<file path="src/rtl/muldiv_ctrl_pkg.sv">
// Shared definitions for the iterative multiply/divide unit.
// Holds the R-type funct codes that touch HI/LO, the sequencer state type,
// the operation encoding passed to the datapath, and a magnitude helper.
package muldiv_ctrl_pkg;

    localparam logic [5:0] FUNCT_MFHI  = 6'h10;
    localparam logic [5:0] FUNCT_MTHI  = 6'h11;
    localparam logic [5:0] FUNCT_MFLO  = 6'h12;
    localparam logic [5:0] FUNCT_MTLO  = 6'h13;
    localparam logic [5:0] FUNCT_MULT  = 6'h18;
    localparam logic [5:0] FUNCT_MULTU = 6'h19;
    localparam logic [5:0] FUNCT_DIV   = 6'h1A;
    localparam logic [5:0] FUNCT_DIVU  = 6'h1B;

    // Every funct that reads or writes HI/LO; any of these in EX stalls while busy.
    localparam logic [5:0] HILO_FUNCTS [0:7] = '{
        FUNCT_MFHI, FUNCT_MTHI, FUNCT_MFLO, FUNCT_MTLO,
        FUNCT_MULT, FUNCT_MULTU, FUNCT_DIV, FUNCT_DIVU
    };

    typedef enum logic {
        ST_IDLE = 1'b0,
        ST_BUSY = 1'b1
    } md_state_t;

    // Encoding equals funct[1:0] of the corresponding instruction.
    typedef enum logic [1:0] {
        OP_MULT  = 2'b00,
        OP_MULTU = 2'b01,
        OP_DIV   = 2'b10,
        OP_DIVU  = 2'b11
    } md_op_t;

    // Absolute value for signed operands; unsigned operands pass through.
    // 32'h80000000 maps to itself, which is the correct unsigned magnitude.
    function automatic logic [31:0] magnitude(input logic [31:0] v, input logic is_signed);
        return (is_signed && v[31]) ? (~v + 32'd1) : v;
    endfunction

endpackage

</file>
<file path="src/rtl/muldiv_core.sv">
// Iterative multiply/divide datapath.
// Ports:
//   clk, rst_n        clock, synchronous active-low reset
//   start             latch operand magnitudes and sign flags for op
//   op                operation (md_op_t encoding, funct[1:0])
//   step              perform one iteration this cycle
//   finish            last iteration; internal state is cleared at this edge
//   rs_val, rt_val    operands (rs = multiplier / dividend, rt = multiplicand / divisor)
//   res_hi, res_lo    sign-corrected result of the step happening this cycle,
//                     valid while finish is high
module muldiv_core
    import muldiv_ctrl_pkg::*;
(
    input  logic        clk,
    input  logic        rst_n,
    input  logic        start,
    input  logic [1:0]  op,
    input  logic        step,
    input  logic        finish,
    input  logic [31:0] rs_val,
    input  logic [31:0] rt_val,
    output logic [31:0] res_hi,
    output logic [31:0] res_lo
);

    logic        op_signed;
    logic        is_div_reg, neg_q_reg, neg_r_reg;
    logic [63:0] acc_reg, acc_next;       // product accumulator
    logic [63:0] mcand_reg, mcand_next;   // multiplicand, shifted left each step
    logic [31:0] opa_reg, opa_next;       // multiplier (mult) / dividend -> quotient (div)
    logic [31:0] rem_reg, rem_next;       // partial remainder, always < divisor after a step
    logic [31:0] divisor_reg;
    logic [32:0] rem_shift;               // 33-bit trial remainder
    logic [31:0] rem_sub;
    logic        fits;
    logic [63:0] prod_fix;
    logic [31:0] quo_fix, rem_fix;

    assign op_signed = (op == OP_MULT) || (op == OP_DIV);

    always_comb begin
        acc_next   = acc_reg;
        mcand_next = mcand_reg;
        opa_next   = opa_reg;
        rem_next   = rem_reg;
        rem_shift  = {rem_reg, opa_reg[31]};
        fits       = (rem_shift >= {1'b0, divisor_reg});
        // True difference is below the divisor when it fits, so 32 bits suffice.
        rem_sub    = rem_shift[31:0] - divisor_reg;
        if (is_div_reg) begin
            rem_next = fits ? rem_sub : rem_shift[31:0];
            opa_next = {opa_reg[30:0], fits};
        end else begin
            acc_next   = acc_reg + (opa_reg[0] ? mcand_reg : 64'd0);
            mcand_next = {mcand_reg[62:0], 1'b0};
            opa_next   = {1'b0, opa_reg[31:1]};
        end
    end

    // Sign fix-up is applied to the values produced by the current step so the
    // final step's result can be written to HI/LO at the same edge.
    always_comb begin
        prod_fix = neg_q_reg ? (~acc_next + 64'd1) : acc_next;
        quo_fix  = neg_q_reg ? (~opa_next + 32'd1) : opa_next;
        rem_fix  = neg_r_reg ? (~rem_next + 32'd1) : rem_next;
        if (is_div_reg) begin
            res_hi = rem_fix;
            res_lo = quo_fix;
        end else begin
            res_hi = prod_fix[63:32];
            res_lo = prod_fix[31:0];
        end
    end

    always_ff @(posedge clk) begin
        if (!rst_n || finish) begin
            is_div_reg  <= 1'b0;
            neg_q_reg   <= 1'b0;
            neg_r_reg   <= 1'b0;
            acc_reg     <= 64'd0;
            mcand_reg   <= 64'd0;
            opa_reg     <= 32'd0;
            rem_reg     <= 32'd0;
            divisor_reg <= 32'd0;
        end else if (start) begin
            is_div_reg  <= op[1];
            neg_q_reg   <= op_signed & (rs_val[31] ^ rt_val[31]);
            neg_r_reg   <= op_signed & rs_val[31];
            acc_reg     <= 64'd0;
            mcand_reg   <= {32'd0, magnitude(rt_val, op_signed)};
            opa_reg     <= magnitude(rs_val, op_signed);
            rem_reg     <= 32'd0;
            divisor_reg <= magnitude(rt_val, op_signed);
        end else if (step) begin
            acc_reg   <= acc_next;
            mcand_reg <= mcand_next;
            opa_reg   <= opa_next;
            rem_reg   <= rem_next;
        end
    end

endmodule

</file>
<file path="src/rtl/muldiv_ctrl.sv">
// Multiply/divide sequencer and HI/LO owner for the EX stage.
// Ports:
//   clk, rst_n        pipeline clock, synchronous active-low reset
//   ex_inst, ex_valid instruction in ID/EX and its valid flag (0 = bubble)
//   rs_val, rt_val    forwarded operands in EX
//   stall             combinational: HI/LO user in EX while an iteration runs
//   busy              registered: 32-step iteration in progress
//   hi_o, lo_o        HI and LO registers
module muldiv_ctrl
    import muldiv_ctrl_pkg::*;
(
    input  logic        clk,
    input  logic        rst_n,
    input  logic [31:0] ex_inst,
    input  logic        ex_valid,
    input  logic [31:0] rs_val,
    input  logic [31:0] rt_val,
    output logic        stall,
    output logic        busy,
    output logic [31:0] hi_o,
    output logic [31:0] lo_o
);

    logic        is_rtype;
    logic [5:0]  funct;
    logic [7:0]  hilo_hit;
    logic        uses_hilo, is_muldiv, is_mthi, is_mtlo, div_by_zero;
    logic        start, step, finish;
    md_state_t   state_reg;
    logic [4:0]  cnt_reg;
    logic [31:0] hi_reg, lo_reg;
    logic [31:0] res_hi, res_lo;
    logic        unused_inst_bits;

    assign is_rtype = ex_valid && (ex_inst[31:26] == 6'd0);
    assign funct    = ex_inst[5:0];
    assign unused_inst_bits = ^ex_inst[25:6];

    genvar gi;
    generate
        for (gi = 0; gi < 8; gi++) begin : g_hilo_dec
            assign hilo_hit[gi] = is_rtype && (funct == HILO_FUNCTS[gi]);
        end
    endgenerate

    assign uses_hilo   = |hilo_hit;
    // MULT/MULTU/DIV/DIVU are 6'h18..6'h1B; bit 1 selects divide.
    assign is_muldiv   = is_rtype && (funct[5:2] == 4'b0110);
    assign is_mthi     = is_rtype && (funct == FUNCT_MTHI);
    assign is_mtlo     = is_rtype && (funct == FUNCT_MTLO);
    assign div_by_zero = is_muldiv && funct[1] && (rt_val == 32'd0);

    assign busy   = (state_reg == ST_BUSY);
    assign stall  = busy && uses_hilo;
    assign start  = (state_reg == ST_IDLE) && is_muldiv && !div_by_zero;
    assign step   = (state_reg == ST_BUSY);
    assign finish = step && (cnt_reg == 5'd31);
    assign hi_o   = hi_reg;
    assign lo_o   = lo_reg;

    muldiv_core u_core (
        .clk    (clk),
        .rst_n  (rst_n),
        .start  (start),
        .op     (funct[1:0]),
        .step   (step),
        .finish (finish),
        .rs_val (rs_val),
        .rt_val (rt_val),
        .res_hi (res_hi),
        .res_lo (res_lo)
    );

    always_ff @(posedge clk) begin
        if (!rst_n) begin
            state_reg <= ST_IDLE;
            cnt_reg   <= 5'd0;
            hi_reg    <= 32'd0;
            lo_reg    <= 32'd0;
        end else begin
            case (state_reg)
                ST_IDLE: begin
                    if (div_by_zero) begin
                        // Resolved immediately without iterating.
                        hi_reg <= rs_val;
                        lo_reg <= 32'hFFFF_FFFF;
                    end else if (is_muldiv) begin
                        cnt_reg   <= 5'd0;
                        state_reg <= ST_BUSY;
                    end else if (is_mthi) begin
                        hi_reg <= rs_val;
                    end else if (is_mtlo) begin
                        lo_reg <= rs_val;
                    end
                end
                ST_BUSY: begin
                    cnt_reg <= cnt_reg + 5'd1;
                    if (cnt_reg == 5'd31) begin
                        hi_reg    <= res_hi;
                        lo_reg    <= res_lo;
                        cnt_reg   <= 5'd0;
                        state_reg <= ST_IDLE;
                    end
                end
                default: state_reg <= ST_IDLE;
            endcase
        end
    end

endmodule

</file>
<file path="config.mk">
export PLATFORM = sky130hd
export DESIGN_NAME = muldiv_ctrl
export DESIGN_NICKNAME = d
export VERILOG_FILES = /design/src/rtl/muldiv_ctrl_pkg.sv /design/src/rtl/muldiv_core.sv /design/src/rtl/muldiv_ctrl.sv
export SDC_FILE = /design/constraint.sdc
export NUM_CORES = 1
export LEC_CHECK = 0
export BUFFER_PORTS_ARGS = -buffer_cell sky130_fd_sc_hd__clkbuf_2
export CAP_MARGIN = 10
export CORE_UTILIZATION = 60
export DETAILED_ROUTE_END_ITERATION = 6
export PLACE_DENSITY = 0.81
export SETUP_SLACK_MARGIN = 0.3
export SLEW_MARGIN = 20
export SYNTH_ARGS = -nofsm -noshare
export SYNTH_HDL_FRONTEND = slang
export SYNTH_SLANG_ARGS = --single-unit
</file>
<file path="constraint.sdc">
create_clock -name clk -period 8.6 [get_ports clk]
set_clock_uncertainty 0.2 [all_clocks]
set_input_delay 0 -clock clk [delete_from_list [all_inputs] [get_ports clk]]
set_output_delay 0 -clock clk [all_outputs]
set_load 0.01 [all_outputs]
</file>
==> flow_summary.html <==
<table>
<tr><th>Metric</th><th>Value</th></tr>
<tr><th colspan="2">Setup path</th></tr>
<tr><td>Slowest-stage cell, CP</td><td>o31ai_4</td></tr>
<tr><td>Crit. End Element</td><td>flip-flop</td></tr>
<tr><td>Crit path max fanout</td><td>15</td></tr>
<tr><td>Ordered list of cells on the worst path</td><td>ha_1 &gt; nor2b_1 &gt; o2111ai_1 &gt; a211oi_2 &gt; o31ai_4 &gt; a31oi_1 &gt; inv_1 &gt; ha_1 &gt; o211ai_1 &gt; nor2_1 &gt; nand3_1 &gt; or3b_1 &gt; or3_1 &gt; or4_1 &gt; o31ai_1 &gt; a21boi_1 &gt; xnor2_1 &gt; o221ai_1 &gt; dlygate4sd3_1 &gt; o21ai_1</td></tr>
<tr><td>Startpoint types</td><td>flip-flop</td></tr>
<tr><td>Path type of the worst setup path</td><td>flip-flop to flip-flop</td></tr>
<tr><td>Worst Path Required</td><td>8.92 ns</td></tr>
<tr><td>Most used cell along the critical path</td><td>ha_1</td></tr>
<tr><td>Worst flop-to-flop path startpoint</td><td>u_core.rem_reg[0]</td></tr>
<tr><td>CP max stage delay</td><td>0.72 ns</td></tr>
<tr><td>Launch point of the worst path</td><td>u_core.rem_reg[0]</td></tr>
<tr><td>Slack of the worst reg-to-reg path</td><td>1.38 ns</td></tr>
<tr><td>Critical Path AT</td><td>7.54 ns</td></tr>
<tr><td>Reg2Reg Depth</td><td>20</td></tr>
<tr><td>Crit Reg-Reg Endpoint</td><td>lo_o[30]</td></tr>
<tr><th colspan="2">Final layout</th></tr>
<tr><td>Share of final-layout standard cells stronger than drive strength 1</td><td>9.68%</td></tr>
<tr><td>Relative area change from synthesis to final layout</td><td>11.2%</td></tr>
<tr><td>Final standard cell area without fillers</td><td>0.0289 sq mm</td></tr>
<tr><td>Nets@finish</td><td>3,886</td></tr>
<tr><th colspan="2">Detailed routing</th></tr>
<tr><td>Final routed wire length divided by cell count</td><td>24.2 microns</td></tr>
<tr><td>Total number of vias</td><td>29,900</td></tr>
<tr><td>Count of TritonRoute iterations in the first routing pass</td><td>7</td></tr>
<tr><td>Starting DRT DRC Count</td><td>4,566</td></tr>
<tr><td>Remaining design rule violation count</td><td>2</td></tr>
<tr><td>Antenna violation net count after detailed routing</td><td>0</td></tr>
<tr><td>Wirelength, routed</td><td>104,000 microns</td></tr>
<tr><td>Average vias per placed instance</td><td>6.97</td></tr>
<tr><th colspan="2">Timing</th></tr>
<tr><td>Max-slew headroom</td><td>15.6%</td></tr>
<tr><td>Tmin final</td><td>7.22 ns</td></tr>
<tr><td>Final sum of negative setup slack</td><td>0 ns</td></tr>
<tr><td>Final number of setup-violating endpoints</td><td>0</td></tr>
<tr><td>Share of the clock period used by the worst path after layout</td><td>84.0%</td></tr>
<tr><td>Unrepaired setup endpoints after global routing</td><td>no</td></tr>
<tr><td>Max-slew violation count</td><td>0</td></tr>
<tr><td>Max frequency</td><td>0.138 GHz</td></tr>
<tr><td>Worst slew pin tran</td><td>1.26 ns</td></tr>
<tr><td>Final hold violations</td><td>0</td></tr>
<tr><th colspan="2">Power</th></tr>
<tr><td>Leak pwr</td><td>11.3 nW</td></tr>
<tr><td>Max rail drop VDD</td><td>0.149 mV</td></tr>
<tr><td>PD cells</td><td>108 mW/mm^2</td></tr>
<tr><td>Tot Pwr</td><td>0.00312 W</td></tr>
<tr><th colspan="2">Synth</th></tr>
<tr><td>Number of standard cells after synthesis</td><td>3,622</td></tr>
<tr><td>Number of warnings issued by yosys</td><td>0</td></tr>
<tr><td>Post-synthesis sequential area ratio</td><td>22.9%</td></tr>
<tr><td>Most frequent cell after synthesis</td><td>nand2_1</td></tr>
<tr><td>Synthesized Nets</td><td>3,825</td></tr>
<tr><td>Synth area leaders</td><td>dfxtp_1, a21oi_1, nand2_1</td></tr>
<tr><td>Top cell types by occurrence after synthesis</td><td>nand2_1, nor2_1, a21oi_1, dfxtp_1, o21ai_0</td></tr>
<tr><td>Post-synth top area cell</td><td>dfxtp_1</td></tr>
<tr><td>Synthesized area divided by synthesized cell count</td><td>7.18 sq um</td></tr>
<tr><td>Post-synth EDFFs</td><td>0</td></tr>
<tr><td>Fraction of synthesis flops using an asynchronous set or reset pin</td><td>0%</td></tr>
<tr><td>Synth unique cells</td><td>116</td></tr>
<tr><td>Flip-flop cell with the highest count after synthesis</td><td>dfxtp_1</td></tr>
<tr><td>Yosys reg bits</td><td>297</td></tr>
<tr><td>Proportion of netlist area held by the largest area contributor</td><td>22.9%</td></tr>
<tr><td>Post-synth design cell area</td><td>0.0260 sq mm</td></tr>
<tr><th colspan="2">Global route</th></tr>
<tr><td>Pin count of the biggest net entering global routing</td><td>96</td></tr>
<tr><td>Wire length of the first global-routing pass</td><td>157,000 microns</td></tr>
<tr><td>Gr usage total</td><td>45.7%</td></tr>
<tr><td>Number of global-route vias before repair</td><td>26,500</td></tr>
<tr><td>Remaining global-route overflow</td><td>0</td></tr>
<tr><td>Antenna violations before repair</td><td>5</td></tr>
<tr><th colspan="2">Placement</th></tr>
<tr><td>Area after detailed placement</td><td>0.0267 sq mm</td></tr>
<tr><td>Detail Placement HPWL</td><td>75,600 microns</td></tr>
<tr><td>Global placer's final weighted congestion</td><td>1.11</td></tr>
<tr><td>Number of port buffers</td><td>144</td></tr>
<tr><th colspan="2">Floorplanning</th></tr>
<tr><td>Total die area</td><td>0.0442 sq mm</td></tr>
<tr><td>Overall die width</td><td>210 microns</td></tr>
<tr><td>I/O pin cnt</td><td>165</td></tr>
<tr><td>Area of the core</td><td>0.0423 sq mm</td></tr>
<tr><td>Placement row count</td><td>75</td></tr>
<tr><td>Starting Density</td><td>61.4%</td></tr>
<tr><td>Die Height</td><td>210 microns</td></tr>
<tr><th colspan="2">Clocking</th></tr>
<tr><td>Source-to-sink clock delay at the later pin of the worst-skew pair</td><td>0.59 ns</td></tr>
<tr><td>Clock input transition at the sequential cells of the worst setup and hold paths</td><td>0.06 ns</td></tr>
<tr><td>CTS tree</td><td>built</td></tr>
<tr><td>CTS H-tree lvls</td><td>2</td></tr>
<tr><td>Maximum buffer depth of the clock tree</td><td>3</td></tr>
<tr><td>Post_cts resized</td><td>0</td></tr>
<tr><td>CTS buffer count</td><td>37</td></tr>
<tr><td>Buffer count from post-CTS setup fixing</td><td>0</td></tr>
<tr><td>TritonCTS Sinks</td><td>297</td></tr>
<tr><td>Buffer cell driving the clock tree root</td><td>clkbuf_16</td></tr>
<tr><th colspan="2">Hold path</th></tr>
<tr><td>Hold Path Sink</td><td>stall</td></tr>
<tr><td>Number of instances on the worst hold path</td><td>4</td></tr>
<tr><td>Class of the tightest hold or removal check</td><td>input port to output pin</td></tr>
<tr><td>Min-delay src</td><td>ex_inst[5]</td></tr>
<tr><th colspan="2">Job</th></tr>
<tr><td>Reported max-cap violation count</td><td>0</td></tr>
<tr><th colspan="2">Outcome</th></tr>
<tr><td>Run status</td><td>finished, violations left</td></tr>
<tr><td>Violations in the final reports</td><td>DRC</td></tr>
</table>
-- cell type report --
| type | count | area (sq um) |
|---|---|---|
| fill | 3694 | 13400 |
| inverter | 91 | 343 |
| multi-input combinational | 2984 | 18800 |
| timing repair buffer | 272 | 1930 |
| clock inverter | 11 | 93.8 |
| clock buffer | 54 | 1090 |
| antenna | 3 | 7.51 |
| tap | 577 | 722 |
| sequential | 297 | 5950 |
-- through the flow --
stage	std cells	util [%]	worst slack [ns]	hold WS, ns
after floorplan	3622	-	2.83	-0.0640
after global placement	4127	63.2	2.04	0.126
after detailed placement	4127	63.2	1.99	0.135
after CTS	4285	68.2	1.58	0.132
after global routing	4286	68.3	1.10	0.179
final	4289	68.3	1.38	0.159
-- where the power goes --
group / switching (W) / internal, W / total [W] / leakage (nW)
logic: 0.000108 / 0.0000728 / 0.000181 / 8.33
clock network: 0.000681 / 0.000885 / 0.00157 / 0.579
registers: 0.000000459 / 0.00138 / 0.00138 / 2.39
-- worst max-delay path: cells and delay by family, from the launching register on --
kind | cells | cell delay [ns]
compound gates | 9 | 3.10
fa+ha+maj | 2 | 0.54
buf+inv | 2 | 0.77
simple gates | 6 | 1.88
flops | 1 | 0.48
xor+xnor | 1 | 0.17
-- metal layers --
layer  share of wire, %  up-vias  global-route usage (%)
li1                   -    13500                       -
met4                6.7        6                    27.1
met2                 40     2160                    65.4
met1                 39    13800                    60.7
met3                 14      440                    13.2
met5              0.036        -                       0
-- what timing repair did --
item,in CTS,in global routing
hold endpoints to repair,162,0
hold buffers,93,0
setup endpoints to repair,0,0
-- logic make-up (layout without fill, tap and decap cells) --
| group | count (synthesis) | count (layout) | share of synthesized area (%) |
|---|---|---|---|
| AND/OR/NAND/NOR | 1417 | 1417 | 26.3 |
| adder cells (fa/ha/maj) | 104 | 104 | 5.06 |
| AO/OA/AOI/OAI | 1186 | 1186 | 30.7 |
| multiplexers | 65 | 65 | 2.65 |
| other | 0 | 3 | 0 |
| flip-flops | 297 | 297 | 22.9 |
| XOR/XNOR | 212 | 212 | 7.20 |
| buffers and inverters | 341 | 428 | 5.21 |
-- worst max-delay path by stage --
stage	end	slack (ns)
finish	lo_o[30]	1.38
global route	lo_o[30]	1.10
CTS	lo_o[30]	1.58
detailed placement	hi_o[27]	1.99
global placement	hi_o[27]	2.04
floorplan	hi_o[28]	2.83
-- cell usage in the layout, fill, tap and decap left out, types with 29 or more instances in the layout --
| cell | netlist | final |
|---|---|---|
| nand2_1 | 449 | 447 |
| nor2_1 | 389 | 385 |
| a21oi_1 | 362 | 362 |
| dfxtp_1 | 297 | 294 |
| o21ai_0 | 201 | 198 |
| clkbuf_2 | 0 | 144 |
| xnor2_1 | 127 | 127 |
| ha_1 | 102 | 102 |
| dlygate4sd3_1 | 0 | 93 |
| inv_1 | 90 | 88 |
| and2_1 | 84 | 84 |
| nor3_1 | 83 | 83 |
| xor2_1 | 83 | 83 |
| or3_1 | 64 | 63 |
| nand3_1 | 59 | 57 |
| a221oi_1 | 56 | 56 |
| a31oi_1 | 51 | 51 |
| nand4_1 | 49 | 49 |
| and3_1 | 48 | 48 |
| o211ai_1 | 48 | 48 |
| o31ai_1 | 46 | 46 |
| a21o_1 | 45 | 45 |
| a211oi_1 | 43 | 43 |
| clkbuf_16 | 0 | 37 |
| mux2i_1 | 35 | 35 |
| buf_4 | 2 | 34 |
| o21a_1 | 32 | 32 |
| or4_1 | 31 | 31 |
| nand2b_1 | 31 | 31 |
| mux2_2 | 29 | 29 |
Power figures use the tool's default switching activity.
